### config.mk
export PLATFORM = sky130hd
export DESIGN_NAME = race_in_arbiter
export DESIGN_NICKNAME = d
export VERILOG_FILES = /design/src/rtl/race_pkg.sv /design/src/rtl/race_rr_pick.sv /design/src/rtl/race_in_arbiter.sv
export SDC_FILE = /design/constraint.sdc
export NUM_CORES = 1
export LEC_CHECK = 0
export CORE_ASPECT_RATIO = 0.6
export CORE_MARGIN = 10
export CORE_UTILIZATION = 30
export CTS_CLUSTER_SIZE = 14
export DETAILED_ROUTE_END_ITERATION = 6
export PLACE_DENSITY = 0.61
export SYNTH_ARGS = -nofsm -noshare
export SYNTH_HDL_FRONTEND = slang
export SYNTH_SLANG_ARGS = --single-unit
export TNS_END_PERCENT = 20
### constraint.sdc
create_clock -name clk -period 2.8 [get_ports clk]
set_input_delay 0.56 -clock clk [delete_from_list [all_inputs] [get_ports clk]]
set_output_delay 0.56 -clock clk [all_outputs]
set_load 0.01 [all_outputs]
### src/rtl/race_pkg.sv
// Shared types and constants for the race-test input arbiter.
// Holds the FSM state enum, dp_src codes and the default idle bus value.
package race_pkg;

    typedef enum logic {
        ARB_IDLE = 1'b0,
        ARB_HOLD = 1'b1
    } arb_state_e;

    localparam logic [1:0] SRC_NONE = 2'b00;
    localparam logic [1:0] SRC_A    = 2'b01;
    localparam logic [1:0] SRC_B    = 2'b10;

    localparam logic [7:0] IDLE_VALUE_DEF = 8'h00;

endpackage

### src/rtl/race_rr_pick.sv
// Two-way round-robin picker producing a one-hot grant.
// grant[0] = A, grant[1] = B; ptr = 0 favours A on a tie.
module race_rr_pick (
    input  logic       a_valid,
    input  logic       b_valid,
    input  logic       ptr,
    output logic [1:0] grant
);

    // Tie goes to the requester the pointer names
    always_comb begin
        grant = 2'b00;
        unique case (1'b1)
            (a_valid && !b_valid):        grant = 2'b01;
            (b_valid && !a_valid):        grant = 2'b10;
            (a_valid && b_valid && !ptr): grant = 2'b01;
            (a_valid && b_valid && ptr):  grant = 2'b10;
            default:                      grant = 2'b00;
        endcase
    end

endmodule

### src/rtl/race_in_arbiter.sv
// Round-robin arbiter/sequencer for the shared datapath input byte.
// Optional macro RACE_ARB_GRANT_CNT_EN adds saturating grant counters.
import race_pkg::*;

module race_in_arbiter #(
    parameter int                DATA_W      = 8,
    parameter int                HOLD_CYCLES = 2,
    parameter logic [DATA_W-1:0] IDLE_VALUE  = DATA_W'(IDLE_VALUE_DEF)
) (
    input  logic              clk,
    input  logic              rst,
    input  logic              a_valid,
    input  logic [DATA_W-1:0] a_data,
    output logic              a_ready,
    input  logic              b_valid,
    input  logic [DATA_W-1:0] b_data,
    output logic              b_ready,
    output logic [DATA_W-1:0] dp_in,
    output logic [1:0]        dp_src,
    output logic              busy
`ifdef RACE_ARB_GRANT_CNT_EN
    ,
    output logic [15:0]       grant_cnt_a,
    output logic [15:0]       grant_cnt_b
`endif
);

    localparam logic [7:0] HOLD_LOAD = 8'(HOLD_CYCLES - 1);

    arb_state_e state;
    logic [7:0] hold_cnt;
    logic       rr_ptr;
    logic [1:0] grant;
    logic       idle_ok;
    logic       hs_a;
    logic       hs_b;

    race_rr_pick u_pick (
        .a_valid (a_valid),
        .b_valid (b_valid),
        .ptr     (rr_ptr),
        .grant   (grant)
    );

    // Ready only in IDLE and never while reset is held
    assign idle_ok = rst && (state == ARB_IDLE);
    assign a_ready = idle_ok && grant[0];
    assign b_ready = idle_ok && grant[1];
    assign hs_a    = a_valid && a_ready;
    assign hs_b    = b_valid && b_ready;
    assign busy    = (state == ARB_HOLD);

    // FSM, held byte, hold counter and pointer update
    always_ff @(posedge clk or negedge rst) begin
        if (!rst) begin
            state    <= ARB_IDLE;
            dp_in    <= IDLE_VALUE;
            dp_src   <= SRC_NONE;
            hold_cnt <= 8'd0;
            rr_ptr   <= 1'b0;
        end else if (state == ARB_IDLE) begin
            if (hs_a || hs_b) begin
                state    <= ARB_HOLD;
                dp_in    <= hs_a ? a_data : b_data;
                dp_src   <= hs_a ? SRC_A : SRC_B;
                hold_cnt <= HOLD_LOAD;
                rr_ptr   <= hs_a;
            end
        end else begin
            if (hold_cnt == 8'd0) begin
                state  <= ARB_IDLE;
                dp_in  <= IDLE_VALUE;
                dp_src <= SRC_NONE;
            end else begin
                hold_cnt <= hold_cnt - 8'd1;
            end
        end
    end

`ifdef RACE_ARB_GRANT_CNT_EN
    logic [15:0] cnt_a_q;
    logic [15:0] cnt_b_q;

    // Per-requester handshake counters that stick at all-ones
    always_ff @(posedge clk or negedge rst) begin
        if (!rst) begin
            cnt_a_q <= 16'd0;
            cnt_b_q <= 16'd0;
        end else begin
            if (hs_a && cnt_a_q != 16'hFFFF)
                cnt_a_q <= cnt_a_q + 16'd1;
            if (hs_b && cnt_b_q != 16'hFFFF)
                cnt_b_q <= cnt_b_q + 16'd1;
        end
    end

    assign grant_cnt_a = cnt_a_q;
    assign grant_cnt_b = cnt_b_q;
`endif

endmodule

== Yosys cells after proc, flatten, opt, wreduce, memory -nomap -nowiden ==
Cells that the tools add are included.
Operators by class
  add/sub/neg operators: 1
  equality and inequality tests: 2
  multiplexer cells: 15
  bitwise gates (word level): 1
  reductions and logical operators: 21
Operators with widths (count)
  8-bit two-way mux: 7
  1-bit logical AND: 10
  8-bit zero test: 1
  2-bit two-way mux: 4
  8-bit by 1-bit subtractor with 8-bit output, second input constant: 1
  2-bit AND reduction: 3
  2-bit case mux with 2 select lines: 1
  2-bit OR reduction: 2
  1-bit zero test: 3
  1-bit two-way mux: 3
  2-bit by 1-bit inequality test with 1-bit output, second input constant: 1
  2-bit inequality test, second input constant: 1
  2-bit nonzero test: 1
  1-bit logical OR: 1
  1-bit inverter: 1
Storage, ports and cells
  register bits after elaboration: 20
  input port bits: 20
  word-level logic and storage cells: 45

== Logic depth before layout (Yosys ltp) ==
Gate-level depths: netlist (run 1).
  depth in word-level cells: 9
  gate-level depth with buffers: 6
  depth with buffers taken out: 6

== Modules after synthesis ==
From an unflattened synthesis (run 1), not the netlist that was laid out.
Second synthesis, totals
  cells, all modules: 98
  area total of the unflattened synthesis: 1076.0 um2
By module, submodules not included
  race_in_arbiter: times used 1, cells each 95, area an instance 1057.3 um2, seq. area each 500.5 um2
  race_rr_pick: times used 1, cells each 3, area an instance 18.8 um2, seq. area each 0.0 um2

== Worst setup path after synthesis (run 1) ==
No wires, ideal clock.
  kind: flip-flop to flip-flop
  start: reg hold_cnt[0]
  end: reg dp_in[0]
  arrival: 1.628 ns
  required time: 2.675 ns
  setup slack: 1.047 ns
  cell stages (with the launch flop): 6
  path buffers: 0
  clock period less this slack: 1.753 ns
  path through: dfrtp_1 inv_1 ha_1 nor3b_1 a31oi_2 mux2_2
Between the ends
  longest elaborated chain between the ends: 3
Ends and longest elaborated chain
  start, declared: line race_in_arbiter.sv:31  | logic [7:0] hold_cnt;
  start signal, assigned: line race_in_arbiter.sv:75  | hold_cnt <= hold_cnt - 8'd1;
  8-bit zero test: line race_in_arbiter.sv:70  | if (hold_cnt == 8'd0) begin
  2-bit by 1-bit inequality test with 1-bit output (no source line)
  2-bit AND reduction (no source line)
  end signal, assigned: line race_in_arbiter.sv:64  | dp_in <= hs_a ? a_data : b_data;
  end, declared: line race_in_arbiter.sv:18  | output logic [DATA_W-1:0] dp_in,
No other way between the ends.
A chain may end at the register's enable or synchronous reset.

== Final worst setup path (run 1) ==
  start: in rst
  end: out b_ready
Between the ends
  longest elaborated chain between the ends: 2
Ends and longest elaborated chain
  start, declared: line race_in_arbiter.sv:11  | input logic rst,
  1-bit logical AND: line race_in_arbiter.sv:46  | assign idle_ok = rst && (state == ARB_IDLE);
  1-bit logical AND: line race_in_arbiter.sv:48  | assign b_ready = idle_ok && grant[1];
  end, declared: line race_in_arbiter.sv:17  | output logic b_ready,
No other way between the ends.

==> metrics.txt, run 1 <==
outcome=complete, no violations; standard cell core area=0.00324 mm²; global-route met1 utilization=11.2%; overall via count from detail_route=862; via count of the first global-routing pass=approximately 900; setup tns final=0 ps; Final Total Pwr=0.00135 W; Avg WL per Cell=15.5 µm; antenna violations before repair=0; Yosys warning count=0; slew margin rel.=52.8%; placer's final routability congestion estimate=about 0.74; grt total ovfl=0; number of different library cells in the post-synthesis netlist=30; Mapped Cells=91; grt peak-use layer=met2; reg2reg end=dp_in[2]; initial cell density of the core=31.3%; library cell with the largest summed area after synthesis=dfrtp_1; net count after synthesis=about 110; worst flop-to-flop path startpoint=hold_cnt[0]; maximum vdd drop=0.350 mV; final max-slew violation count=0; die extent in x=around 95 µm; final core area utilization=45.3%; cts hold-fix bufs=0; transition at the pin with the smallest max-transition slack=701 ps; cell types occupying the most area after synthesis=dfrtp_1 (49%), a22o_1 (6.9%), mux2_2 (5.6%); Worst Setup SP=rst; HPWL after detailed placement=2.26 mm; vias per inst=4.93; number of input and output port buffers inserted=32; global-route track usage on met3=2.87%; final critical path time including I/O delays and setup=approximately 2600 ps; Rows=16; Data arrival, critical path=1990 ps; FMAX=roughly 0.39 GHz; Area growth, synth to finish=44.9%; number of flops mapped to enable cells by yosys=0; Worst setup SP type=primary input; Clk Tree Root Cell=clkbuf_8; remaining design rule violation count=0; violation count after the first detailed-routing iteration=33; Seq/Total Area, Yosys=between 40% and 50%; drt first pass iters=4; antenna diode count=0; total power per unit cell area=roughly 920 mW/mm²; Post-CTS Resized=0; Final Hold Fails=0; unrepaired setup endpoints after global routing=no; clock slew at the register clock pins of the worst setup and hold paths=roughly 70 ps; area taken by flip-flops and latches=500 µm²; buffer count from post-CTS setup fixing=0; maximum number of pins on one net before global-route repair=13; type of element capturing the critical path=output pin; Tot GR Track Use=9.53%; ys async rst share=100%; number of nets in the finished design=approximately 150; data required time at the worst endpoint=2240 ps; antenna violation net count after detailed routing=0; most used flip-flop cell after synthesis=dfrtp_1; number of I/O pins=33; Multi-input gate area=483 µm²; Max-Cap Viols=0; Reg2Reg Depth=7; maximum fanout along the worst path=4; most frequent cell after synthesis=dfrtp_1; count of clock tree sinks=20; reported leakage power=0.679 nW; worst hold-check slack=477 ps; FILL cells=321; area of all placed cells without fillers=0.00147 mm²; most frequent cells after synthesis=dfrtp_1 (20), nand2_1 (9), a22o_1 (8); area share of the largest cell type after synthesis=49.4%; Setup CP Type=in2out; number of synthesized register bits=20; source-to-sink clock delay at the later pin of the worst-skew pair=roughly 260 ps; wire length reported by the detailed router=2.72 mm; worst clock skew=roughly 1.4 ps; Vert. Die Dim=65.0 µm; post-synthesis average cell area=approximately 11 µm²; met2 track demand over resource=15.6%; layout cells sized above 1=13.8%; path class of the lowest-slack min-delay path=reg2reg; total number of H-tree levels=1; CP Capture Point=b_ready; first-pass GRT wire length=4.59 mm; Syn Std Cell Area=0.00101 mm²; CTS Buffer Depth=2; Die ar.=0.00618 mm²; post-route clock period utilization=91.2%; TritonCTS clock tree=yes; endpoints failing setup=0; r2r setup slk=950 ps; total placed instance area=0.00143 mm²; number of buffers added by the clock tree synthesis step=3
[per-layer routing]
metal  vias up  part of all wire (%)  routed length [µm]
met3         5                   4.2                 113
met5         -                     0                   0
met4         0                   1.6                  44
li1        409                     -                   -
met1       433                    43                1160
met2        15                    51                1400
[worst max-delay path, stage by stage]
cell and delay, ps:
clkdlybuf4s50_1 530, nor2b_1 170, and3_1 190, clkdlybuf4s50_1 540
[power by group]
part	total (W)	switching [W]	internal (W)	leakage (nW)
clock	0.000188	0.0000918	0.0000960	0.0216
sequential	0.000538	0.000123	0.000415	0.251
combinational	0.000623	0.000282	0.000341	0.407
[cells by family after synthesis]
group	share of synthesized area (%)
fa+ha+maj	2.47
simple gates	16.8
buf+inv	2.96
compound gates	17.9
mux	10.5
flops	49.4
[placed cells by master, fill, tap and decap left out, types with 2 or more instances in the layout]
cell type        instances
a21oi_1                  3
dfrtp_1                 20
mux2_2                   5
ha_1                     2
nor2_1                   4
mux2i_1                  5
inv_1                    4
or3b_1                   2
buf_4                    7
clkbuf_8                 3
nand2_1                  9
clkdlybuf4s50_1         32
a21o_1                   4
a22o_1                   8
o21ai_0                  3
nand3_1                  4
[worst min path at each step]
| stage | startpoint | to | slack, ps | cells after the start |
|---|---|---|---|---|
| after floorplan | rst | busy | 260 | 0 |
| after global placement | dp_src[1] | dp_src[1] | 460 | 1 |
| after detailed placement | dp_in[7] | dp_in[7] | 470 | 1 |
| after CTS | dp_in[7] | dp_in[7] | 480 | 1 |
| after global routing | dp_src[1] | dp_src[1] | 510 | 1 |
| final | dp_in[7] | dp_in[7] | 480 | 1 |
[per-stage QoR]
stage                     worst slack, ps  std cells
after floorplan                      1050         91
after global placement                267        172
after detailed placement              236        172
after CTS                             234        175
after global routing                  162        175
final                                 247        175
[sequential cells by signal, indices dropped and copies added, names as in the netlist]
name	flops
dp_in	8
dp_src	2
hold_cnt	8
busy	1
rr_ptr	1
[cell type report]
| class | count | share of cell area (%) |
|---|---|---|
| Inverter | 4 | 1.02 |
| Multi-Input combinational cell | 64 | 32.9 |
| Sequential cell | 20 | 34.1 |
| Clock buffer | 3 | 2.81 |
| Tap cell | 45 | 3.83 |
| Timing Repair Buffer | 39 | 25.4 |
(Power assumes the default switching activity.)
==> run 2, diff against run 1 <==
==> constraint.sdc (replaced) <==
create_clock -name clk -period 2.8 [get_ports clk]
set_input_delay 0.56 -clock clk [delete_from_list [all_inputs] [get_ports clk]]
set_output_delay 0.56 -clock clk [all_outputs]
set_load 0.05 [all_outputs]
==> metrics.txt, run 2 (synthesis results as in run 1) <==
outcome=complete, no violations; reported leakage power=a little under 0.7 nW; standard cell core area=0.00324 mm²; number of input and output port buffers inserted=32; post-route clock period utilization=between 80% and 90%; worst flop-to-flop path startpoint=hold_cnt[0]; slew margin rel.=54.9%; data required time at the worst endpoint=2240 ps; endpoints failing setup=0; grt total ovfl=0; cts hold-fix bufs=0; setup tns final=0 ps; initial cell density of the core=31.3%; via count of the first global-routing pass=883; drt first pass iters=4; Data arrival, critical path=roughly 1800 ps; Vert. Die Dim=65.0 µm; antenna violation net count after detailed routing=0; top flop regs=dp_in x8, hold_cnt x8, dp_src x2; number of buffer and inverter stages on the critical path=3; Tot GR Track Use=8.74%; cell depth of the worst min-delay path=1; buffer count from post-CTS setup fixing=0; total number of H-tree levels=1; total power per unit cell area=around 1100 mW/mm²; final cell count without fillers=between 150 and 200; Worst setup SP type=primary input; layout cells sized above 1=between 10% and 20%; FMAX=between 0.4 and 0.5 GHz; Area growth, synth to finish=45.3%; TritonCTS clock tree=yes; violation count after the first detailed-routing iteration=49; HPWL after detailed placement=2.13 mm; maximum vdd drop=between 0.3 and 0.4 mV; transition at the pin with the smallest max-transition slack=670 ps; path class of the lowest-slack min-delay path=reg2reg; overall via count from detail_route=between 800 and 900; Die ar.=0.00618 mm²; maximum number of pins on one net before global-route repair=23; kind of cell with the highest combined delay on the critical path=buffers and inverters; source-to-sink clock delay at the later pin of the worst-skew pair=260 ps; die extent in x=95.0 µm; Worst Setup SP=rst; first-pass GRT wire length=4.33 mm; placer's final routability congestion estimate=0.710; Reg2Reg Depth=6; final critical path time including I/O delays and setup=~2400 ps; Setup CP Type=in2out; worst path cell trace=clkdlybuf4s50_1, buf_4, and4b_1, buf_12; vias per inst=4.86; type of element capturing the critical path=output pin; Largest stage delay, worst path=480 ps; antenna violations before repair=0; final max-slew violation count=0; number of I/O pins=33; number of nets in the finished design=150; count of clock tree sinks=20; wire length reported by the detailed router=2.63 mm; worst clock skew=2.73 ps; antenna diode count=0; r2r setup slk=750 ps; Avg WL per Cell=15.3 µm; CTS Buffer Depth=2; Rows=16; maximum fanout along the worst path=22; clock slew at the register clock pins of the worst setup and hold paths=~70 ps; Post-CTS Resized=0; startpoint of the lowest-slack hold path=dp_src[0]; remaining design rule violation count=0; number of placed cells counting well taps=168; Clk Tree Root Cell=clkbuf_8; Final Hold Fails=0; CP max-delay cell=clkdlybuf4s50_1; number of buffers added by the clock tree synthesis step=3; unrepaired setup endpoints after global routing=no; reg2reg end=dp_in[3]; most common cell after layout, fill and taps aside=clkdlybuf4s50_1; Max-Cap Viols=0; Worst Hold End=dp_src[0]; most frequent cells in the layout=clkdlybuf4s50_1 (30), dfrtp_1 (20), nand2_1 (9)
-- run 2: report_power, final --
group          total [W]  internal (W)  switching, W
logic           0.000807      0.000335      0.000472
clock network   0.000222      0.000125     0.0000968
registers       0.000535      0.000415      0.000120
-- run 2: layout make-up --
type	instances	area, µm²
Clock buffer	4	55.1
Fill cell	318	1770
Inverter	4	15.0
Multi-Input combinational cell	64	483
Sequential cell	20	500
Tap cell	45	56.3
Timing Repair Buffer	35	363
-- run 2: worst max path at each step --
| stage | to | cells after the start |
|---|---|---|
| floorplan | b_ready | 4 |
| detailed placement | dp_in[1] | 5 |
| global placement | a_ready | 4 |
| CTS | a_ready | 4 |
| finish | a_ready | 4 |
| global route | a_ready | 4 |
-- run 2: per-layer routing --
layer | part of all wire (%) | global-route usage (%) | up-vias | wire [µm]
met5 | 0 | 0 | - | 0
met4 | 1.4 | 3.35 | 0 | 37
met3 | 2.9 | 2.41 | 4 | 76
met2 | 50 | 14.0 | 13 | 1320
met1 | 46 | 10.9 | 414 | 1200
li1 | - | - | 405 | -
-- run 2: stage by stage --
stage | hold WS, ps | total power [W] | instance area, µm² | util (%) | worst slack [ps]
final | 478 | 0.00156 | 1470 | 45.4 | 432
after global routing | 494 | 0.00167 | 1470 | 45.4 | 329
after CTS | 482 | 0.00158 | 1470 | 45.4 | 398
after detailed placement | 465 | 0.00136 | 1420 | 43.7 | 376
after global placement | 463 | 0.00134 | 1420 | 43.7 | 419
after floorplan | 264 | 0.00108 | 1010 | - | 585
==> run 3, diff against run 2 <==
- clock period: 2.8 -> 2.2 ns (I/O delays scaled with it)
==> metrics.txt, run 3 (synthesis results as in run 1) <==
CTS Buffer Depth=2; reported leakage power=between 0.6 and 0.7 nW; post-route clock period utilization=95.2%; worst clock skew=3.26 ps; Final Hold Fails=0; FMAX=between 0.4 and 0.5 GHz; total number of H-tree levels=1; placer's final routability congestion estimate=slightly above 0.7; Max-Cap Viols=0; FILL cells=between 300 and 400; kind of cell with the highest combined delay on the critical path=buffers and inverters; antenna violation net count after detailed routing=0; clock slew at the register clock pins of the worst setup and hold paths=70 ps; Area growth, synth to finish=47.7%; TritonCTS clock tree=yes; total power per unit cell area=around 1300 mW/mm²; number of buffer and inverter stages on the critical path=2; path class of the lowest-slack min-delay path=reg2reg; antenna violations before repair=0; Worst setup SP type=primary input; setup tns final=0 ps; number of nets in the finished design=155; Post-CTS Resized=0; die extent in x=95.0 µm; final max-slew violation count=0; maximum vdd drop=0.502 mV; cts hold-fix bufs=0; number of input and output port buffers inserted=32; maximum fanout along the worst path=7; drt first pass iters=4; Data arrival, critical path=1650 ps; wire length reported by the detailed router=2.63 mm; transition at the pin with the smallest max-transition slack=661 ps; Final Total Pwr=0.00197 W; unrepaired setup endpoints after global routing=no; source-to-sink clock delay at the later pin of the worst-skew pair=250 ps; cell depth of the worst min-delay path=1; layout cells sized above 1=about 16%; grt total ovfl=0; number of buffers added by the clock tree synthesis step=3; top flop regs=dp_in x8, hold_cnt x8, dp_src x2; most common cell after layout, fill and taps aside=clkdlybuf4s50_1; overall via count from detail_route=just over 800; most frequent cells in the layout=clkdlybuf4s50_1 (30), dfrtp_1 (20), nand2_1 (9); initial cell density of the core=between 30% and 40%; number of I/O pins=33; Tot GR Track Use=9.16%; type of element capturing the critical path=output pin; Setup CP Type=in2out; Clk Tree Root Cell=clkbuf_8; Die ar.=0.00618 mm²; remaining design rule violation count=0; outcome=complete, no violations; via count of the first global-routing pass=877; slew margin rel.=55.5%; HPWL after detailed placement=between 2 and 2.5 mm; Reg2Reg Depth=6; Crit. path cell count=4; Largest stage delay, worst path=about 470 ps; Vert. Die Dim=65.0 µm; Avg WL per Cell=15.0 µm; final critical path time including I/O delays and setup=2090 ps; worst hold-check slack=just under 500 ps; worst path cell trace=clkdlybuf4s50_1, nand2_1, and4b_1, buf_12; data required time at the worst endpoint=1760 ps; standard cell core area=between 0.003 and 0.004 mm²; Rows=16; buffer count from post-CTS setup fixing=0; violation count after the first detailed-routing iteration=39; antenna diode count=0; endpoints failing setup=0; maximum number of pins on one net before global-route repair=15; CP max-delay cell=clkdlybuf4s50_1; vias per inst=4.71; count of clock tree sinks=20; first-pass GRT wire length=4.59 mm
run 3: changes by cell type in the layout (fill, tap and decap cells not counted):
cell      change
buf_4         +5
clkbuf_8      -1
run 3: worst paths after layout:
check	start	endpoint	slack, ps
max in group asynchronous	rst	busy	1440
hold reg to reg	dp_src[0]	dp_src[0]	480
min in group asynchronous	rst	dp_in[7]	550
setup / recovery	b_valid	a_ready	110
hold / removal	dp_src[0]	dp_src[0]	480
setup reg to reg	hold_cnt[0]	dp_in[2]	380
run 3: routing by layer:
| metal | part of all wire [%] | vias up | GRT usage [%] | wire length, µm |
|---|---|---|---|---|
| li1 | - | 412 | - | - |
| met1 | 47 | 404 | 12.1 | 1240 |
| met2 | 48 | 11 | 14.2 | 1270 |
| met3 | 3.7 | 2 | 2.41 | 97 |
| met4 | 0.84 | 0 | 2.79 | 22 |
| met5 | 0 | - | 0 | 0 |
run 3: worst register-to-register path, cell delays in order (launching register included):
cell and delay (ps):
dfrtp_1 410, inv_1 90, ha_1 200, nor3b_1 410
a31oi_2 140, buf_4 190, mux2_2 270
run 3: final cells by class:
cell class	count	area, µm²	area share (%)
Clock buffer	3	41.3	2.76
Inverter	4	15.0	1.00
Multi-Input combinational cell	64	483	32.3
Sequential cell	20	500	33.4
Tap cell	45	56.3	3.76
Timing Repair Buffer	40	400	26.8
run 3: per-stage QoR:
step	area, µm²	utilization [%]	setup WS [ps]	instances
floorplan	1010	-	105	91
global placement	1460	44.9	146	173
detailed placement	1460	44.9	116	173
CTS	1500	46.1	115	176
global route	1500	46.1	36.8	176
finish	1500	46.1	106	176
run 3: power breakdown:
group          internal, W  switching (W)  leakage, nW
registers         0.000528       0.000156        0.251
clock network     0.000122       0.000112       0.0216
logic             0.000443       0.000607        0.421
